$ cat src/rtl/mdc_pkg.sv
// Shared types and defaults for the GCD datapath controller.
package mdc_pkg;

    // Operand/result width of the GCD datapath.
    localparam int MDC_WIDTH    = 8;
    // Default subtraction budget; (255,1) needs 254 iterations.
    localparam int MDC_MAX_ITER = 255;
    // Default iteration counter width; 2**MDC_ITER_W must exceed MDC_MAX_ITER.
    localparam int MDC_ITER_W   = 8;

    typedef enum logic [2:0] {
        IDLE   = 3'd0,
        LOAD   = 3'd1,
        RUN    = 3'd2,
        CAPT   = 3'd3,
        RESULT = 3'd4
    } mdc_ctrl_state_t;

endpackage

$ cat src/rtl/mdc_iter_cnt.sv
// Iteration counter: synchronous clear, saturating increment and a
// terminal-count flag when the count equals MAX_ITER.
module mdc_iter_cnt #(
    parameter int ITER_W   = 8,
    parameter int MAX_ITER = 255
) (
    input  logic              i_clk,
    input  logic              i_rst,
    input  logic              i_clr,
    input  logic              i_inc,
    output logic [ITER_W-1:0] o_cnt,
    output logic              o_tc
);

    localparam logic [ITER_W-1:0] LP_MAX = ITER_W'(MAX_ITER);

    logic [ITER_W-1:0] r_cnt;

    // Count register: clear wins over increment; increment stops at MAX_ITER.
    always_ff @(posedge i_clk or posedge i_rst) begin
        if (i_rst) begin
            r_cnt <= '0;
        end else if (i_clr) begin
            r_cnt <= '0;
        end else if (i_inc && (r_cnt != LP_MAX)) begin
            r_cnt <= r_cnt + 1'b1;
        end
    end

    assign o_cnt = r_cnt;
    assign o_tc  = (r_cnt == LP_MAX);

endmodule

$ cat src/rtl/mdc_ctrl.sv
// GCD datapath controller. Accepts an operand pair, loads the datapath,
// lets it iterate until it stops subtracting (or the iteration budget runs
// out), captures the result and presents it on the output channel.
//
// Handshakes: a transfer happens on a rising clock edge where both valid
// and ready are high. ready_o is high only in IDLE; valid_o is high only in
// RESULT, and dt_o/iter_o/err_o are stable while valid_o is high.
module mdc_ctrl
    import mdc_pkg::*;
#(
    parameter int WIDTH    = MDC_WIDTH,
    parameter int MAX_ITER = MDC_MAX_ITER,
    parameter int ITER_W   = MDC_ITER_W
) (
    input  logic              clk_i,
    input  logic              rst_i,
    input  logic              valid_i,
    output logic              ready_o,
    input  logic [WIDTH-1:0]  dtx_i,
    input  logic [WIDTH-1:0]  dty_i,
    output logic              valid_o,
    input  logic              ready_i,
    output logic [WIDTH-1:0]  dt_o,
    output logic [ITER_W-1:0] iter_o,
    output logic              err_o,
    output logic              enb_o,
    output logic              busy_o,
    output logic [WIDTH-1:0]  dpx_o,
    output logic [WIDTH-1:0]  dpy_o,
    input  logic              operation_i,
    input  logic [WIDTH-1:0]  dt_i
);

    mdc_ctrl_state_t r_state;
    mdc_ctrl_state_t w_next;

    logic [WIDTH-1:0]  r_dpx;
    logic [WIDTH-1:0]  r_dpy;
    logic [WIDTH-1:0]  r_dt;
    logic [ITER_W-1:0] r_iter;
    logic              r_err;

    logic              w_accept;
    logic              w_run;
    logic              w_inc;
    logic              w_timeout;
    logic              w_capt;
    logic [ITER_W-1:0] w_cnt;
    logic              w_tc;

    assign w_accept  = valid_i && (r_state == IDLE);
    assign w_run     = (r_state == RUN);
    assign w_inc     = w_run && operation_i && !w_tc;
    assign w_timeout = w_run && operation_i && w_tc;
    assign w_capt    = (r_state == CAPT);

    mdc_iter_cnt #(
        .ITER_W   (ITER_W),
        .MAX_ITER (MAX_ITER)
    ) u_iter_cnt (
        .i_clk (clk_i),
        .i_rst (rst_i),
        .i_clr (w_accept),
        .i_inc (w_inc),
        .o_cnt (w_cnt),
        .o_tc  (w_tc)
    );

    // State register.
    always_ff @(posedge clk_i or posedge rst_i) begin
        if (rst_i) begin
            r_state <= IDLE;
        end else begin
            r_state <= w_next;
        end
    end

    // Next-state decode; a subtraction at the terminal count aborts straight to RESULT.
    always_comb begin
        w_next = r_state;
        case (r_state)
            IDLE:    if (valid_i) w_next = LOAD;
            LOAD:    w_next = RUN;
            RUN: begin
                if (!operation_i) begin
                    w_next = CAPT;
                end else if (w_tc) begin
                    w_next = RESULT;
                end
            end
            CAPT:    w_next = RESULT;
            RESULT:  if (ready_i) w_next = IDLE;
            default: w_next = IDLE;
        endcase
    end

    // Operand registers toward the datapath, loaded on acceptance.
    always_ff @(posedge clk_i or posedge rst_i) begin
        if (rst_i) begin
            r_dpx <= '0;
            r_dpy <= '0;
        end else if (w_accept) begin
            r_dpx <= dtx_i;
            r_dpy <= dty_i;
        end
    end

    // Result registers: cleared error on acceptance, filled at capture or timeout.
    always_ff @(posedge clk_i or posedge rst_i) begin
        if (rst_i) begin
            r_dt   <= '0;
            r_iter <= '0;
            r_err  <= 1'b0;
        end else if (w_accept) begin
            r_err  <= 1'b0;
        end else if (w_timeout) begin
            r_err  <= 1'b1;
            r_dt   <= '0;
            r_iter <= w_cnt;
        end else if (w_capt) begin
            r_dt   <= dt_i;
            r_iter <= w_cnt;
        end
    end

    assign ready_o = (r_state == IDLE);
    assign valid_o = (r_state == RESULT);
    assign enb_o   = (r_state == LOAD) || (r_state == RUN);
    assign busy_o  = (r_state == RUN);
    assign dpx_o   = r_dpx;
    assign dpy_o   = r_dpy;
    assign dt_o    = r_dt;
    assign iter_o  = r_iter;
    assign err_o   = r_err;

endmodule

$ cat config.mk
export PLATFORM = sky130hd
export DESIGN_NAME = mdc_ctrl
export DESIGN_NICKNAME = d
export VERILOG_FILES = /design/src/rtl/mdc_pkg.sv /design/src/rtl/mdc_iter_cnt.sv /design/src/rtl/mdc_ctrl.sv
export SDC_FILE = /design/constraint.sdc
export NUM_CORES = 1
export LEC_CHECK = 0
export ABC_CLOCK_PERIOD_IN_PS = 3800
export CAP_MARGIN = 20
export CORE_MARGIN = 2
export CORE_UTILIZATION = 50
export DETAILED_ROUTE_END_ITERATION = 8
export DONT_BUFFER_PORTS = 1
export GPL_TIMING_DRIVEN = 1
export SYNTH_ARGS = -nofsm -noshare
export SYNTH_HDL_FRONTEND = slang
export SYNTH_SLANG_ARGS = --single-unit
$ cat constraint.sdc
create_clock -name clk_i -period 3.8 [get_ports clk_i]
set_clock_uncertainty 0.05 [all_clocks]
set_input_delay 0.19 -clock clk_i [delete_from_list [all_inputs] [get_ports clk_i]]
set_output_delay 0.19 -clock clk_i [all_outputs]
set_load 0.01 [all_outputs]
==> results.py <==
metrics = {
    "outcome": {
        "status": "finished clean",
    },
    "die": {
        "rows": 22,
        "initial_core_util": 0.521,
        "die_w_um": 65.8,
        "die_area_um2": 4330,
        "core_um2": 3660,
        "die_y_um": 65.8,
        "ioPinCount": 66,
    },
    "worst_hold_path": {
        "hp-start": "dt_i[5]",
        "holdPathStages": 2,
        "hold_class": "primary input to register",
        "hold-path-endpoint": "dt_o[5]",
    },
    "setup_path": {
        "r2r_end": "iter_o[6]",
        "cp-start-kind": "register",
        "critPathLaunch": "u_iter_cnt.o_cnt[0]",
        "r2r_slack_ns": 1.75,
        "worstSetupPathType": "register to register",
        "crit_chain": "ha_1 > and3_1 > a32o_2 > mux2_2",
        "crit_path_end_kind": "register",
        "slowest_stage": "a32o_2",
        "critPathMaxFanout": 24,
        "r2r_cells": 4,
        "worstPathRequired_ns": 3.93,
        "arrival_ns": 2.18,
        "worstReg2RegStart": "u_iter_cnt.o_cnt[0]",
        "slowest_delay_ns": 0.56,
    },
    "final_layout": {
        "diodes": 0,
        "drive_gt1_frac": 0.0977,
        "layout.nets": 244,
        "area_growth_pct": 18.5,
        "multi_input_area_um2": 709,
        "fillers": 296,
        "seq_area_um2": 1100,
        "stdcell_count": 263,
        "final_util": 0.618,
    },
    "drt": {
        "topRoutingLayerUsed": "met4",
        "routed-wl-met3_um": 308,
        "ant_nets": 0,
        "drt-total-wl_um": 4020,
        "wl_met2_um": 2110,
        "met1_length_um": 1540,
        "via_per_inst": 5.33,
        "dr.pass1.iters": 4,
        "drcViolationCount": 0,
        "wire_per_inst_um": 15.3,
        "vias": 1403,
        "drtIter0Drc": 84,
    },
    "global_routing": {
        "grt_max_degree": 45,
        "grt_use_total": 0.204,
        "grt.overflow.total": 0,
        "grt_pass1_wl_um": 6440,
        "grt_pass1_vias": 1333,
        "grt_antenna_before_repair": 0,
    },
    "synthesis": {
        "synth_edf_count": 0,
        "ys.flop_type": "dfrtp_1",
        "yosys.area.top_type_share": 0.577,
        "synth_nets": 220,
        "ys_seq_area_frac": 0.577,
        "synthTopCellsByArea": "dfrtp_1 58%, nand2_1 10%, nand3_1 3.1%",
        "synth-async-reset-ratio": 1.00,
        "yosysWarningCount": 0,
        "ys_top_cells_by_count": "53 x nand2_1, 44 x dfrtp_1, 12 x inv_1, 12 x nand3_1",
        "yosysMostFrequentCell": "nand2_1",
        "netlist_area_um2": 1910,
        "yosysTopAreaCell": "dfrtp_1",
        "synth.distinct_cells": 33,
        "avgSynthCellArea_um2": 10.0,
        "netlist_instances": 190,
        "synth_seq_cells": 44,
    },
    "placement": {
        "routabilityCongestion": 0.762,
        "dp_hpwl_um": 2490,
        "dp.cells": 230,
        "port_buffers": 0,
    },
    "sta": {
        "setup_violations": 0,
        "period_share": 0.539,
        "drv_slew": 0,
        "finalHoldViolCount": 0,
        "fin_crit_ns": 2.05,
        "tightest_slew_ns": 0.885,
        "tns_ns": 0,
        "fmax_ghz": 0.488,
        "rsz0062_at_grt": "no",
        "relSlewSlack": 0.409,
    },
    "cts": {
        "cts_max_level": 2,
        "clock_path_buffers": 2,
        "numCtsBuffers": 5,
        "root_buffer": "clkbuf_8",
        "clk-insertion-delay-late_ns": 0.29,
        "cts_tree": "yes",
        "clock_sinks": 44,
        "clkTransAtPathRegs_ns": 0.08,
        "cts_resized": 0,
    },
    "power": {
        "leakage_nw": 1.08,
        "irDropWorstVdd_mv": 0.378,
        "p_per_area_nw_per_um2": 679,
    },
    "run": {
        "cap_violations": 0,
    },
}
## kinds of logic (layout without fill, tap and decap cells)
family | Yosys count | count (layout) | share of synthesized area
simple gates | 89 | 89 | 0.210
buf+inv | 20 | 45 | 0.0511
fa+ha+maj | 1 | 1 | 0.00656
flops | 44 | 44 | 0.577
xor+xnor | 3 | 3 | 0.0138
mux | 10 | 10 | 0.0656
compound gates | 23 | 23 | 0.0754
## area by class of cell
| class | instances | area share |
|---|---|---|
| tap | 48 | 0.0266 |
| clock inverter | 1 | 0.00332 |
| clock buffer | 7 | 0.0382 |
| sequential | 44 | 0.487 |
| multi-input combinational | 126 | 0.314 |
| inverter | 12 | 0.0199 |
| timing repair buffer | 25 | 0.111 |
## worst max-delay path, delay by kind of cell, from the launching register on
kind,cells,cell delay (ns)
AO/OA/AOI/OAI,1,0.56
adder cells (fa/ha/maj),1,0.26
flip-flops,1,0.41
multiplexers,1,0.39
AND/OR/NAND/NOR,1,0.25
## per-stage QoR
stage	setup slack [ns]	cell area [µm²]	power [mW]	hold WS [ns]
after detailed placement	1.52	1920	1.22	0.252
after global routing	1.59	2260	1.67	0.0181
after floorplan	2.06	1910	1.14	0.245
after global placement	1.62	1920	1.19	0.240
final	1.75	2260	1.54	0.0188
after CTS	1.50	2250	1.54	0.00429
## cell usage in the layout, fill, tap and decap left out, types with 2 or more instances in the layout
cell type	synthesis	layout
o211ai_1	2	2
nand3_1	12	12
inv_1	12	11
nand4_1	2	2
nor2_1	8	8
nand2_1	53	53
nand2b_1	2	2
mux2_2	4	4
nor2b_1	2	2
dfrtp_1	44	44
or4_1	2	2
o21ai_0	8	8
xor2_1	2	2
mux2i_1	2	2
dlygate4sd3_1	0	24
o31ai_1	3	3
clkbuf_8	0	6
nor3_1	3	3
a21oi_1	6	6
mux2_4	4	4
## timing repair
action,4_1_cts,5_1_grt
endpoints found under the hold margin,67,0
setup buffers,0,0
hold buffers,24,0
## flip-flops by register name (all words and copies together) (netlist names)
name / flops
dpx_o: 8
dpy_o: 8
dt_o: 8
iter_o: 8
u_iter_cnt.o_cnt: 8
r_state: 3
err_o: 1
## worst max path at each step
| stage | endpoint |
|---|---|
| floorplan | iter_o[0] |
| global placement | dpx_o[3] |
| detailed placement | dpx_o[6] |
| CTS | dpx_o[6] |
| global route | dpy_o[5] |
| finish | iter_o[6] |
## power breakdown
part	internal (mW)	total (mW)	leakage [nW]	switching, mW
registers	0.630	0.831	0.570	0.200
logic	0.170	0.410	0.465	0.240
clock network	0.148	0.295	0.0445	0.148
## routing by layer
layer	track usage	up-vias
met5	0	-
met4	0.0625	0
met3	0.0801	8
met2	0.346	62
met1	0.238	661
li1	-	672
No activity file was read; power rests on OpenSTA's default activity.
